File: config.mk
export PLATFORM = sky130hd
export DESIGN_NAME = audiodac_rd_sched_flat
export DESIGN_NICKNAME = d
export VERILOG_FILES = /design/src/rtl/audiodac_rd_sched_if.sv /design/src/rtl/audiodac_rd_sched.sv /design/src/flat_wrapper.sv
export SDC_FILE = /design/constraint.sdc
export NUM_CORES = 1
export LEC_CHECK = 0
export ABC_AREA = 1
export CAP_MARGIN = 40
export CORE_MARGIN = 5
export CORE_UTILIZATION = 43
export CTS_BUF_LIST = sky130_fd_sc_hd__clkbuf_16
export DETAILED_ROUTE_END_ITERATION = 8
export GPL_ROUTABILITY_DRIVEN = 0
export PLACE_DENSITY = 0.85
export SYNTH_ARGS = -nofsm -noshare
export SYNTH_HDL_FRONTEND = slang
export SYNTH_SLANG_ARGS = --single-unit
File: constraint.sdc
create_clock -name clk_i -period 1.1 [get_ports clk_i]
set_input_delay 0.33 -clock clk_i [delete_from_list [all_inputs] [get_ports clk_i]]
set_output_delay 0.33 -clock clk_i [all_outputs]
set_load 0.01 [all_outputs]
File: src/rtl/audiodac_rd_sched_if.sv
// FIFO read port and modulator sample port of the audio DAC read scheduler.
// The master drives the read strobe and the held sample; the slave side is FIFO plus modulator.
interface audiodac_rd_sched_if #(
  parameter int AUDIO_WIDTH = 16
);
  // audio_rd pops one word; the word appears on audio_data one cycle later.
  // sample_valid is a one-cycle pulse marking the cycle in which sample has just been updated;
  // there is no back-pressure on either strobe.
  logic                   audio_rd;
  logic                   fifo_empty;
  logic                   fifo_full;
  logic [AUDIO_WIDTH-1:0] audio_data;
  logic [AUDIO_WIDTH-1:0] sample;
  logic                   sample_valid;

  modport master (
    output audio_rd, sample, sample_valid,
    input  fifo_empty, fifo_full, audio_data
  );

  modport slave (
    input  audio_rd, sample, sample_valid,
    output fifo_empty, fifo_full, audio_data
  );
endinterface

File: src/rtl/audiodac_rd_sched.sv
// Audio DAC read scheduler: sample-rate divider, FIFO priming, read strobes, underrun
// detection and the midscale-substituting sample hold for the modulator.
module audiodac_rd_sched #(
  parameter int AUDIO_WIDTH = 16,
  parameter int DIV_WIDTH   = 12,
  parameter int PRIME_TICKS = 4
) (
  input  logic                 clk_i,
  input  logic                 rst_n_i,
  input  logic                 enable_i,
  input  logic [DIV_WIDTH-1:0] rate_div_i,
  input  logic                 clr_i,
  audiodac_rd_sched_if.master  bus,
  output logic                 tick_o,
  output logic                 running_o,
  output logic                 underrun_o,
  output logic [7:0]           underrun_cnt_o,
  output logic [1:0]           state_o
);

  localparam int PW = $clog2(PRIME_TICKS + 1);
  localparam logic [AUDIO_WIDTH-1:0] MIDSCALE   = {1'b1, {(AUDIO_WIDTH-1){1'b0}}};
  localparam logic [PW-1:0]          PRIME_LAST = PW'(PRIME_TICKS - 1);
  localparam logic [DIV_WIDTH-1:0]   DIV_MIN    = DIV_WIDTH'(3);

  typedef enum logic [1:0] {
    ST_IDLE  = 2'd0,
    ST_PRIME = 2'd1,
    ST_RUN   = 2'd2
  } state_e;

  state_e                 state_q;
  logic [DIV_WIDTH-1:0]   div_cnt_q;
  logic [PW-1:0]          prime_cnt_q;
  logic                   tick_q;
  logic                   rd_q;
  logic                   cap_q;
  logic [AUDIO_WIDTH-1:0] sample_q;
  logic                   sample_valid_q;
  logic                   underrun_q;
  logic [7:0]             underrun_cnt_q;

  logic [DIV_WIDTH-1:0]   div_reload;
  logic [7:0]             underrun_cnt_d;

  // A divider below 3 would let a tick land before the previous capture finished.
  assign div_reload     = (rate_div_i < DIV_MIN) ? DIV_MIN : rate_div_i;
  assign underrun_cnt_d = clr_i ? 8'd1 :
                          (underrun_cnt_q == 8'hFF) ? 8'hFF : underrun_cnt_q + 8'd1;

  always_ff @(posedge clk_i) begin
    if (!rst_n_i) begin
      state_q        <= ST_IDLE;
      div_cnt_q      <= '0;
      prime_cnt_q    <= '0;
      tick_q         <= 1'b0;
      rd_q           <= 1'b0;
      cap_q          <= 1'b0;
      sample_q       <= MIDSCALE;
      sample_valid_q <= 1'b0;
      underrun_q     <= 1'b0;
      underrun_cnt_q <= '0;
    end else begin
      tick_q         <= 1'b0;
      rd_q           <= 1'b0;
      cap_q          <= rd_q;
      sample_valid_q <= 1'b0;
      if (clr_i) begin
        underrun_q     <= 1'b0;
        underrun_cnt_q <= '0;
      end
      if (!enable_i) begin
        state_q     <= ST_IDLE;
        div_cnt_q   <= '0;
        prime_cnt_q <= '0;
        sample_q    <= MIDSCALE;
      end else begin
        if (state_q != ST_IDLE) begin
          if (div_cnt_q == '0) begin
            tick_q    <= 1'b1;
            div_cnt_q <= div_reload;
          end else begin
            div_cnt_q <= div_cnt_q - DIV_WIDTH'(1);
          end
        end
        // A capture that outlived a disable never reaches RUN here, so it is dropped.
        if (cap_q && state_q == ST_RUN) begin
          sample_q       <= bus.audio_data;
          sample_valid_q <= 1'b1;
        end
        case (state_q)
          ST_IDLE: begin
            state_q     <= ST_PRIME;
            div_cnt_q   <= div_reload;
            prime_cnt_q <= '0;
            sample_q    <= MIDSCALE;
          end
          ST_PRIME: begin
            if (tick_q) begin
              prime_cnt_q <= bus.fifo_empty ? '0 : prime_cnt_q + PW'(1);
            end
            if (bus.fifo_full || (tick_q && !bus.fifo_empty && prime_cnt_q == PRIME_LAST)) begin
              state_q <= ST_RUN;
            end
          end
          ST_RUN: begin
            if (tick_q) begin
              if (!bus.fifo_empty) begin
                rd_q <= 1'b1;
              end else begin
                state_q        <= ST_PRIME;
                prime_cnt_q    <= '0;
                sample_q       <= MIDSCALE;
                sample_valid_q <= 1'b1;
                underrun_q     <= 1'b1;
                underrun_cnt_q <= underrun_cnt_d;
              end
            end
          end
          default: state_q <= ST_IDLE;
        endcase
      end
    end
  end

  assign bus.audio_rd     = rd_q;
  assign bus.sample       = sample_q;
  assign bus.sample_valid = sample_valid_q;
  assign tick_o           = tick_q;
  assign running_o        = (state_q == ST_RUN);
  assign underrun_o       = underrun_q;
  assign underrun_cnt_o   = underrun_cnt_q;
  assign state_o          = state_q;

endmodule

File: src/flat_wrapper.sv
// flat-port wrapper written by rule: the top's interface ports become plain ports
module audiodac_rd_sched_flat 
#(
  parameter int AUDIO_WIDTH = 16,
  parameter int DIV_WIDTH   = 12,
  parameter int PRIME_TICKS = 4
)
  (clk_i, rst_n_i, enable_i, rate_div_i, clr_i, tick_o, running_o, underrun_o, underrun_cnt_o, state_o, bus_audio_rd, bus_sample, bus_sample_valid, bus_fifo_empty, bus_fifo_full, bus_audio_data);
  audiodac_rd_sched_if #(.AUDIO_WIDTH(AUDIO_WIDTH)) bus_i ();
  input  logic clk_i;
  input  logic rst_n_i;
  input  logic enable_i;
  input  logic [DIV_WIDTH-1:0] rate_div_i;
  input  logic clr_i;
  output logic tick_o;
  output logic running_o;
  output logic underrun_o;
  output logic [7:0] underrun_cnt_o;
  output logic [1:0] state_o;
  output wire logic [$bits(bus_i.audio_rd)-1:0] bus_audio_rd;
  output wire logic [$bits(bus_i.sample)-1:0] bus_sample;
  output wire logic [$bits(bus_i.sample_valid)-1:0] bus_sample_valid;
  input wire logic [$bits(bus_i.fifo_empty)-1:0] bus_fifo_empty;
  input wire logic [$bits(bus_i.fifo_full)-1:0] bus_fifo_full;
  input wire logic [$bits(bus_i.audio_data)-1:0] bus_audio_data;
  assign bus_audio_rd = bus_i.audio_rd;
  assign bus_sample = bus_i.sample;
  assign bus_sample_valid = bus_i.sample_valid;
  assign bus_i.fifo_empty = bus_fifo_empty;
  assign bus_i.fifo_full = bus_fifo_full;
  assign bus_i.audio_data = bus_audio_data;
  audiodac_rd_sched #(.AUDIO_WIDTH(AUDIO_WIDTH), .DIV_WIDTH(DIV_WIDTH), .PRIME_TICKS(PRIME_TICKS)) u_core (.clk_i(clk_i), .rst_n_i(rst_n_i), .enable_i(enable_i), .rate_div_i(rate_div_i), .clr_i(clr_i), .bus(bus_i), .tick_o(tick_o), .running_o(running_o), .underrun_o(underrun_o), .underrun_cnt_o(underrun_cnt_o), .state_o(state_o));
endmodule
## Word-level counts from Yosys, hierarchy flattened

Index checks and enable logic that the tools add are counted.

- Register bits after elaboration: 46
- Output and inout port bits: 31
- Word-level logic and storage cells: 72

- Add/subtract/negate cells: 3
- Order comparisons: 1
- Eq/ne operators: 8
- Multiplexer cells: 35
- Reduce and logical (&&, ||, !) cells: 15

Operator list:

| cell | number |
|---|---|
| $mux W8 | 7 |
| $mux W12 | 4 |
| $mux W16 | 3 |
| $pmux W16 S2 | 1 |
| $logic_not A12 Y1 | 1 |
| $lt A12 B2 Y1 const B | 1 |
| $mux W3 | 4 |
| $sub A12 B1 Y12 const B | 1 |
| $mux W1 | 11 |
| $pmux W3 S3 | 1 |
| $add A8 B1 Y8 const B | 1 |
| $eq A8 B8 Y1 const B | 1 |
| $ne A2 B1 Y1 const B | 4 |
| $reduce_and A4 Y1 | 2 |
| $mux W2 | 3 |
| $pmux W2 S3 | 1 |
| $reduce_and A3 Y1 | 2 |
| $reduce_bool A2 Y1 | 2 |
| $add A3 B1 Y3 const B | 1 |
| $eq A3 B2 Y1 const B | 1 |
| $logic_and A1 B1 Y1 | 3 |
| $reduce_bool A3 Y1 | 1 |
| $eq A2 B1 Y1 const B | 1 |
| $eq A2 B2 Y1 const B | 1 |
| 4 further kinds | 4 |

## Depth between registers and ports, before layout

Gate-level depths: netlist of the first run.

- Word-level depth: 7
- Gate-level depth with buffers: 9
- Mapped depth without buffers: 9

## Least setup slack after synthesis of the first run

Ideal clock, no wire load.

- Path kind: register to register
- Start point: register u_core.underrun_cnt_q[1] (netlist: u_core.underrun_cnt_o[1])
- End point: register u_core.underrun_cnt_q[6] (netlist: u_core.underrun_cnt_o[6])
- Library setup time: 0.116 ns
- Data arrival time: 1.176 ns
- Slack: -0.192 ns
- Stages on the path, launching flop included: 9
- Buffers on the path: 0
- Period minus slack after synthesis: 1.292 ns
- Cells stage by stage: dfxtp_1 ha_1 nand2_1 nor2_1 nand2_1 nor2_1 nand3_1 nand2_1 a21oi_1

- Word-level cells in the longest chain between the ends: 7

RTL lines:

| what | RTL line | text |
|---|---|---|
| from (decl) | audiodac_rd_sched.sv:41 | `logic [7:0] underrun_cnt_q;` |
| from (signal assigned) | audiodac_rd_sched.sv:116 | `underrun_cnt_q <= underrun_cnt_d;` |
| $add A8 B1 Y8 or $eq A8 B8 Y1 (tied branches) | audiodac_rd_sched.sv:49 | `(underrun_cnt_q == 8'hFF) ? 8'hFF : underrun_cnt_q + 8'd1;` |
| $mux W8 * | audiodac_rd_sched.sv:49 |  |
| $mux W8 * | audiodac_rd_sched.sv:48 | `assign underrun_cnt_d = clr_i ? 8'd1 :` |
| $mux W8 * | audiodac_rd_sched.sv:108 | `if (!bus.fifo_empty) begin` |
| $mux W8 * | audiodac_rd_sched.sv:107 | `if (tick_q) begin` |
| $mux W8 * | audiodac_rd_sched.sv:91 | `case (state_q)` |
| $mux W8 * | audiodac_rd_sched.sv:72 | `if (!enable_i) begin` |

Mark *: on every way between the ends. The rest lies on a longest branch, timed or not.
A chain may end at the register's enable or synchronous reset.

## Worst setup path after layout of the first run

- Start point: register u_core.state_q[1] (netlist: u_core.state_o[1])
- End point: register u_core.div_cnt_q[9]

- Word-level cells in the longest chain between the ends: 2

RTL lines:

| what | RTL line | text |
|---|---|---|
| from (decl) | audiodac_rd_sched.sv:32 | `state_e state_q;` |
| from (signal assigned) | audiodac_rd_sched.sv:53 | `state_q <= ST_IDLE;` |
| from (signal assigned) | audiodac_rd_sched.sv:73 | `state_q <= ST_IDLE;` |
| from (signal assigned) | audiodac_rd_sched.sv:93 | `state_q <= ST_PRIME;` |
| $logic_not A2 Y1 or $reduce_bool A2 Y1 (tied branches) | audiodac_rd_sched.sv:91, audiodac_rd_sched.sv:78 |  |
| $mux W12 or $reduce_bool A2 Y1 (tied branches) | -- |  |
| to (signal assigned) | audiodac_rd_sched.sv:81 | `div_cnt_q <= div_reload;` |
| to (signal assigned) | audiodac_rd_sched.sv:83 | `div_cnt_q <= div_cnt_q - DIV_WIDTH'(1);` |
| to (signal assigned) | audiodac_rd_sched.sv:94 | `div_cnt_q <= div_reload;` |
| to (decl) | audiodac_rd_sched.sv:33 | `logic [DIV_WIDTH-1:0] div_cnt_q;` |

Several ways; a longest one is shown, not always the timed one.

==> results of run 1 <==
## kinds of logic after synthesis
group,after synthesis,share of synthesized area (%)
DFF,46,40.6
and+or+nand+nor,144,30.2
muxes,15,6.61
adders and majority gates,5,2.75
buffers and inverters,35,7.16
AOI/OAI and AO/OA,39,9.64
xor gates and xnor gates,8,3.09
## cells in the final DEF (no fill, tap or decap), types with 7 or more instances in the layout
cell type	count
buf_4	58
nor2_1	41
dfxtp_2	32
nand2_1	27
clkdlybuf4s50_1	27
buf_2	19
inv_1	17
buf_6	17
nor2_4	16
nor2_2	13
nand3_1	12
a21oi_2	12
mux2i_1	10
dfxtp_1	10
nand2_4	9
inv_2	8
nand3_2	8
o21ai_1	7
## power by group
part           internal [mW]  switching (mW)  total (mW)
clock network          0.973           0.695        1.67
logic                  0.490           0.589        1.08
registers               1.70          0.0484        1.75
total                   3.16            1.33        4.49
## stage by stage
step | setup TNS [ns] | utilization (%) | cells | setup slack, ns | hold WS (ns)
5_1_grt | -12.60 | 81.1 | 500 | -0.438 | 0.439
4_1_cts | -5.38 | 73.0 | 490 | -0.166 | 0.432
3_3_place_gp | -22.47 | 67.2 | 467 | -0.520 | 0.424
3_5_place_dp | -24.19 | 67.2 | 467 | -0.595 | 0.428
6_report | -10.46 | 81.1 | 500 | -0.367 | 0.437
2_1_floorplan | -1.27 | - | 292 | -0.0850 | 0.407
## sequential cells by signal (all words and copies together) (netlist names)
register                 cells
u_core.tick_o                1
u_core.underrun_o            1
u_core.bus.sample           16
u_core.underrun_cnt_o        8
u_core.bus.audio_rd          1
u_core.bus.sample_valid      1
u_core.state_o               2
u_core.cap_q                 1
u_core.div_cnt_q            12
u_core.prime_cnt_q           3
## worst max-delay path: stages, from the launching register on
cell     delay [ns]
dfxtp_4        0.37
inv_6          0.08
buf_4          0.16
nand2_4        0.07
inv_1          0.26
nor2_4         0.09
o21ai_1        0.23
nor2_1         0.09
## layer usage
metal	track usage [%]	up-vias	part of all wire (%)
met5	0	-	0
met4	13.9	0	6.6
met3	5.64	69	7.4
met2	44.8	186	51
met1	25.6	1392	35
li1	-	1240	-
## final cells by class
type | instances | area [µm²] | area share (%)
clock buffers | 6 | 150 | 3.63
clock inverters | 2 | 11.3 | 0.272
inverters | 30 | 138 | 3.32
multi-input cells | 215 | 1670 | 40.4
flip-flops and latches | 46 | 976 | 23.6
well taps | 70 | 87.6 | 2.11
repair buffers | 129 | 1100 | 26.5
repair inverters | 2 | 11.3 | 0.272
## timing repair
item | 4_1_cts | 5_1_grt
gates cloned | 3 | 3
pin swaps | 15 | 26
setup endpoints to repair | 76 | 69
setup buffers | 12 | 7
hold endpoints to repair | 0 | 0
gates resized for setup | 182 | 95
## worst max path at each step
stage,start,end,cells past startpoint,slack (ns)
2_1_floorplan,u_core.underrun_cnt_o[1],u_core.underrun_cnt_o[6],8,-0.09
3_3_place_gp,bus_fifo_empty,u_core.prime_cnt_q[2],8,-0.52
3_5_place_dp,bus_fifo_empty,u_core.prime_cnt_q[0],8,-0.60
4_1_cts,u_core.state_o[1],u_core.underrun_cnt_o[7],9,-0.17
5_1_grt,u_core.state_o[1],u_core.div_cnt_q[9],7,-0.44
6_report,u_core.state_o[1],u_core.div_cnt_q[9],7,-0.37
==> results.yml, run 1 <==
die:
  die_x_um: 82.7
  die_area_um2: 6830
  row_count: 26
  die_y_um: 82.7
  core_um2: 5110
  num_io_pins: 65
  initial_core_util_pct: 44.5
grt:
  grt_usage_pct: 24.5
  overflow: 0
  grt_pass1_vias: 2711
  grt_pass1_wl_um: 12600
  antenna_found_initial: 0
  grt_max_degree: 18
synth:
  synth_area_um2: 2270
  yosysSeqAreaShare_pct: 40.6
  yosysTopAreaCellShare_pct: 40.6
  ys_top_cells_by_area: "dfxtp_1 (41%), nor2_1 (10%), mux2i_1 (6.6%)"
  ys_warn_count: 0
  synth_edf_count: 0
  ys.flop_type: "dfxtp_1"
  synth.avg_cell_area_um2: 7.78
  synth_area_leader_cell: "dfxtp_1"
  ys_ff_latch: 46
  syn_inst: 292
  synth_most_common_cell: "nor2_1"
  async_flop_share_pct: 0
  synth_nets: 331
  yosysUniqueCellTypes: 35
  synth.top_cells.by_count: "nor2_1 (62), dfxtp_1 (46), nand2_1 (34)"
setup_path:
  crit_arrival_ns: 1.65
  crit_required_ns: 1.29
  reg2reg_depth: 7
  reg2reg_from: "u_core.state_o[1]"
  reg2reg_setup_slack_ns: -0.37
  criticalPathCategory: "reg -> reg"
  startpoint_type: "flip-flop"
  critPathCaptureType: "flip-flop"
  cp_max_fo: 5
  r2r-end: "u_core.div_cnt_q[9]"
power_and_ir_drop:
  p_per_area_nw_per_um2: 1090
  finalPower_mw: 4.49
  peakVddDrop_uv: 1300
  p_leak_nw: 1.85
worst_hold_path:
  hold_path.class: "in -> reg"
  holdPathStages: 3
  hold_start: "rate_div_i[8]"
  hold_end: "u_core.div_cnt_q[8]"
sta:
  clock.fmax_ghz: 0.681
  max_slew_margin_pct: 59.5
  report.final.slew_viol_count: 0
  period_share_pct: 133
  setup_violations: 53
  worstMarginPinSlew_ns: 0.606
  finalClockSkew_ns: 0.00356
  timing.final.crit_period_ns: 1.47
  grt_setup_unrepaired: "true"
  setup_ws_ns: -0.367
  finalHoldViolations: 0
final_layout:
  finalInstanceArea_um2: 4140
  syn_to_final_growth_pct: 82.4
  layout-drive-gt1-share_pct: 57.2
  diodes: 0
  nets: 468
  fill_cells: 278
clock_network:
  clockBufferDepth: 2
  cts-hold-fix-buffers: 0
  cts_tree: "yes"
  cts-buffers-inserted: 5
  clock_latency_ns: 0.30
  clk_pin_slew_ns: 0.07
  clkSinkCount: 46
  root_buffer: "clkbuf_16"
  cts.htree.levels: 2
detailed_routing:
  ant_nets: 0
  drt_drc_violations_left: 0
  drtIter0Drc: 228
  wl_per_cell_um: 20.8
  vias: 2887
  routed_wl_um: 10400
  dr.pass1.iters: 5
  viasPerCell: 5.77
run_status:
  violations: "setup timing"
  status: "complete, but fails checks"
placement:
  placed_cell_area_um2: 3430
  dp_hpwl_um: 4870
  io_buffer_count: 64
flow_run:
  maxCapViolations: 0
Note: power is estimated with default switching activity, not from simulation.
==> run 2: changes to the inputs <==
Settings changed: CELL_PAD_IN_SITES_DETAIL_PLACEMENT set to 1, CELL_PAD_IN_SITES_GLOBAL_PLACEMENT set to 1, CORE_UTILIZATION 43 to 31.
==> run 2 against run 1 <==
Effect of this change: the run still ends with setup timing left; clock skew up 0.0063 ns; routed wire length grew 53%; clock power up 4%; die area rose by 34%.
==> results.yml, run 2 (synthesis gave the netlist of run 1 again) <==
final_layout:
  multi_input_area_um2: 1920
  diodes: 0
  largest_reg_flops: 16
  post-route-util_pct: 67.6
  fill_cells: 773
  regArea_um2: 998
  nets: 496
  layout-drive-gt1-share_pct: 68.1
  finalInstanceArea_um2: 4850
  syn_to_final_growth_pct: 113
  layout_common_cells: "buf_4 (69), buf_6 (48), nor2_1 (29), dfxtp_2 (29), nor2_4 (23)"
  stdcell_count: 557
  layout_commonest_cell: "buf_4"
setup_path:
  r2r-end: "u_core.underrun_cnt_o[2]"
  reg2reg_depth: 7
  reg2reg_setup_slack_ns: -0.46
  startpoint_type: "flip-flop"
  crit_arrival_ns: 1.72
  critPathCaptureType: "flip-flop"
  reg2reg_from: "u_core.state_o[1]"
  crit_required_ns: 1.26
  cp_max_fo: 4
  criticalPathCategory: "reg -> reg"
power_and_ir_drop:
  p_leak_nw: 2.03
  finalPower_mw: 4.92
  p_per_area_nw_per_um2: 1010
  peakVddDrop_uv: 950
sta:
  finalClockSkew_ns: 0.00987
  setup_violations: 65
  max_slew_margin_pct: 53.7
  setup_ws_ns: -0.457
  worstMarginPinSlew_ns: 0.693
  grt_setup_unrepaired: "true"
  period_share_pct: 142
  finalHoldViolations: 0
  timing.final.crit_period_ns: 1.56
  clock.fmax_ghz: 0.642
  report.final.slew_viol_count: 0
grt:
  grt_max_degree: 15
  antenna_found_initial: 0
  overflow: 0
  grt_pass1_wl_um: 18300
  grt_usage_pct: 27.6
  grt_pass1_vias: 3109
die:
  initial_core_util_pct: 31.6
  die_area_um2: 9140
  num_io_pins: 65
  die_x_um: 95.6
  row_count: 31
  core_um2: 7180
  die_y_um: 95.6
clock_network:
  clock_latency_ns: 0.31
  cts-buffers-inserted: 5
  clkSinkCount: 46
  root_buffer: "clkbuf_16"
  cts.htree.levels: 2
  clk_pin_slew_ns: 0.07
  cts_tree: "yes"
  cts-hold-fix-buffers: 0
  clockBufferDepth: 2
detailed_routing:
  dr.pass1.iters: 4
  viasPerCell: 5.67
  drtIter0Drc: 241
  ant_nets: 0
  vias: 3158
  drt_drc_violations_left: 0
  wl_per_cell_um: 28.7
  routed_wl_um: 16000
run_status:
  status: "complete, but fails checks"
  violations: "setup timing"
worst_hold_path:
  hold_start: "rate_div_i[0]"
  hold_end: "u_core.div_cnt_q[0]"
  hold_path.class: "in -> reg"
  holdPathStages: 3
flow_run:
  maxCapViolations: 0
placement:
  dp_hpwl_um: 6250
  place_ws_ns: -0.623
  io_buffer_count: 64
  dpl.cell_count: 506
  placed_cell_area_um2: 3540
## run 2: repair_timing
action | 4_1_cts | 5_1_grt
cloned | 3 | 1
resized for setup | 264 | 119
endpoints found under the setup margin | 76 | 74
setup buffers | 17 | 23
pin swaps | 36 | 52
## run 2: where the power goes
group / internal [mW] / total, mW / switching (mW) / leakage (nW)
Clock: 0.978 / 1.74 / 0.761 / 0.0837
Sequential: 1.69 / 1.74 / 0.0589 / 0.394
Combinational: 0.636 / 1.44 / 0.800 / 1.55
## run 2: per-layer routing
metal	wire length, µm	share of wire (%)	GRT usage, %
met1	6200	39	32.4
met2	7830	49	48.3
met3	1040	6.5	5.68
met4	912	5.7	11.6
met5	0	0	0
## run 2: cell type report
type | count | share of cell area (%)
inverters | 30 | 2.99
well taps | 99 | 2.56
clock buffers | 6 | 3.10
repair inverters | 1 | 0.181
repair buffers | 159 | 30.7
multi-input cells | 214 | 39.6
flip-flops and latches | 46 | 20.6
clock inverters | 2 | 0.207
## run 2: metrics by stage
| step | TNS (ns) | hold WS (ns) |
|---|---|---|
| final | -15.58 | 0.412 |
| after global routing | -17.04 | 0.454 |
| after global placement | -24.22 | 0.440 |
| after floorplan | -1.27 | 0.407 |
| after CTS | -7.53 | 0.403 |
| after detailed placement | -26.97 | 0.450 |
## run 2: worst max-delay path by stage
stage / start / endpoint / slack (ns) / cells past startpoint
4_1_cts: u_core.div_cnt_q[2] / u_core.div_cnt_q[5] / -0.22 / 7
3_3_place_gp: bus_fifo_empty / u_core.prime_cnt_q[0] / -0.56 / 8
2_1_floorplan: u_core.underrun_cnt_o[1] / u_core.underrun_cnt_o[6] / -0.09 / 8
3_5_place_dp: bus_fifo_empty / u_core.prime_cnt_q[2] / -0.62 / 8
6_report: u_core.state_o[1] / u_core.underrun_cnt_o[2] / -0.46 / 7
5_1_grt: u_core.state_o[1] / u_core.underrun_cnt_o[2] / -0.48 / 7
## run 2: worst max-delay path, cell delays in order (launching register included)
cell and delay [ns]:
dfxtp_4 0.41, inv_6 0.06, nor2_8 0.10, buf_8 0.13, nand3_4 0.13, buf_12 0.17, a31oi_2 0.25, a21oi_1 0.16
==> run 3: changes to the inputs <==
Settings changed: CORE_MARGIN 5 to not set, HOLD_SLACK_MARGIN set to 0.05.
==> run 3 against run 2 <==
Effect of this change: non-clock buffer count is 4 lower; via count is 8.1% lower; final area is 4.4% lower; sequential power hardly changed; count of clock-buffer cells in the layout stayed put; setup slack better by 0.023 ns; critical path depth is 3 higher; register-to-register slack better by 0.02 ns; die area is 16% lower; the flow still finishes with violations (setup timing).
==> results.yml, run 3 (synthesis gave the netlist of run 1 again) <==
run_status:
  status: "complete, but fails checks"
  violations: "setup timing"
final_layout:
  layout_commonest_cell: "buf_4"
  diodes: 0
  layout-drive-gt1-share_pct: 64.8
  largest_reg_flops: 16
  syn_to_final_growth_pct: 104
  post-route-util_pct: 66.7
  layout_common_cells: "buf_4 (70), buf_6 (43), dfxtp_2 (32), nor2_1 (31), nand2_1 (23)"
  fill_cells: 750
  nets: 492
  finalInstanceArea_um2: 4630
clock_network:
  root_buffer: "clkbuf_16"
  clock_latency_ns: 0.31
  clkSinkCount: 46
  cts_tree: "yes"
  cts-buffers-inserted: 5
  clockBufferDepth: 2
  cts.htree.levels: 2
  clk_pin_slew_ns: 0.07
detailed_routing:
  dr.pass1.iters: 4
  wl_per_cell_um: 25.7
  wl_met3_um: 813
  ant_nets: 0
  top_layer: "met4"
  wl_met1_um: 5330
  vias: 2903
  dr_wl_met2_um: 7160
  drt_drc_violations_left: 0
  drtIter0Drc: 138
  viasPerCell: 5.28
  routed_wl_um: 14100
setup_path:
  slowest_delay_ns: 0.37
  crit_required_ns: 1.34
  path_depth: 10
  path_delay_family: "simple AND/OR/NAND/NOR gates"
  crit_chain: "buf_6 -> nand2_4 -> inv_6 -> buf_12 -> nand3_4 -> clkinv_4 -> nand4_1 -> nand2_1 -> nor2_2 -> nor2_1"
  crit_arrival_ns: 1.77
  path_buf_inv: 4
  slowest_stage: "dfxtp_2"
  startpoint_type: "flip-flop"
  cp_max_fo: 7
  reg2reg_depth: 10
  critPathCaptureType: "flip-flop"
  criticalPathCategory: "reg -> reg"
grt:
  overflow: 0
  grt_pass1_vias: 3003
  grt_usage_pct: 31.3
  antenna_found_initial: 0
  grt_max_degree: 18
  grt_pass1_wl_um: 17100
placement:
  place_ws_ns: -0.664
  dp_hpwl_um: 6170
  io_buffer_count: 64
  placed_cell_area_um2: 3540
worst_hold_path:
  hold_path.class: "in -> reg"
  holdPathStages: 3
sta:
  max_slew_margin_pct: 77.6
  setup_violations: 53
  finalHoldViolations: 0
  report.final.slew_viol_count: 0
  setup_ws_ns: -0.435
  timing.final.crit_period_ns: 1.53
  fin_hold_ws_ns: 0.374
  clock.fmax_ghz: 0.652
  worstMarginPinSlew_ns: 0.327
  period_share_pct: 140
  finalClockSkew_ns: 0.00467
  grt_setup_unrepaired: "true"
power_and_ir_drop:
  p_leak_nw: 2.08
  p_per_area_nw_per_um2: 1040
  peakVddDrop_uv: 1510
  finalPower_mw: 4.82
die:
  num_io_pins: 65
  die_x_um: 87.6
  row_count: 30
  core_um2: 6940
  initial_core_util_pct: 32.7
  die_y_um: 87.6
  die_area_um2: 7670
flow_run:
  maxCapViolations: 0
[run 3: cell types whose count changed in the layout (fill, tap and decap cells not counted), sizes merged]
cell	change
buf	-4
dlygate4sd2	-4
dlymetal6s2s	+2
nand2	-2
clkbuf	+1
clkdlybuf4s15	+1
clkinv	-1
clkinvlp	+1
inv	+1
nor2	+1
[run 3: area by class of cell]
cell class / instances / area (µm²) / share of cell area, %
inverter: 30 / 151 / 3.27
timing repair buffer: 155 / 1410 / 30.4
clock buffer: 6 / 150 / 3.24
multi-input combinational: 213 / 1790 / 38.7
timing repair inverter: 2 / 17.5 / 0.378
clock inverter: 2 / 10.0 / 0.216
sequential: 46 / 983 / 21.2
tap: 96 / 120 / 2.59
[run 3: routing by layer]
layer / GRT usage [%] / vias up
met3: 7.35 / 63
li1: - / 1282
met2: 54.9 / 127
met4: 17.0 / 0
met5: 0 / -
met1: 35.2 / 1431
[run 3: path summary, 6_finish.rpt]
kind / endpoint / slack (ns) / start
worst max register to register: u_core.underrun_cnt_o[7] / -0.43 / u_core.tick_o
worst min-delay path: u_core.div_cnt_q[0] / 0.37 / rate_div_i[0]
worst min register to register: u_core.bus.sample[3] / 0.55 / u_core.bus.sample[3]
worst max-delay path: u_core.underrun_cnt_o[7] / -0.43 / u_core.tick_o
[run 3: repair_timing]
item                                    4_1_cts  5_1_grt
resized for setup                           240      121
endpoints found under the setup margin       76       73
cloned                                        4        0
pin swaps                                    42       36
hold buffers                                  0        0
buffers inserted                             15       19
[run 3: worst register-to-register path, cell delays in order, from the launching register on]
cell      delay [ns]
dfxtp_2         0.37
buf_6           0.12
nand2_4         0.06
inv_6           0.08
buf_12          0.11
nand3_4         0.15
clkinv_4        0.11
nand4_1         0.16
nand2_1         0.14
nor2_2          0.05
nor2_1          0.11
[run 3: per-stage QoR]
| step | TNS [ns] | instances |
|---|---|---|
| floorplan | -1.27 | 292 |
| global placement | -23.11 | 505 |
| detailed placement | -26.90 | 505 |
| CTS | -7.62 | 532 |
| global route | -14.99 | 550 |
| finish | -13.21 | 550 |
[run 3: report_power, final]
| part | switching [mW] | internal, mW | total, mW | leakage, nW |
|---|---|---|---|---|
| logic | 0.752 | 0.604 | 1.36 | 1.61 |
| clock network | 0.733 | 0.976 | 1.71 | 0.0837 |
| registers | 0.0564 | 1.70 | 1.75 | 0.392 |
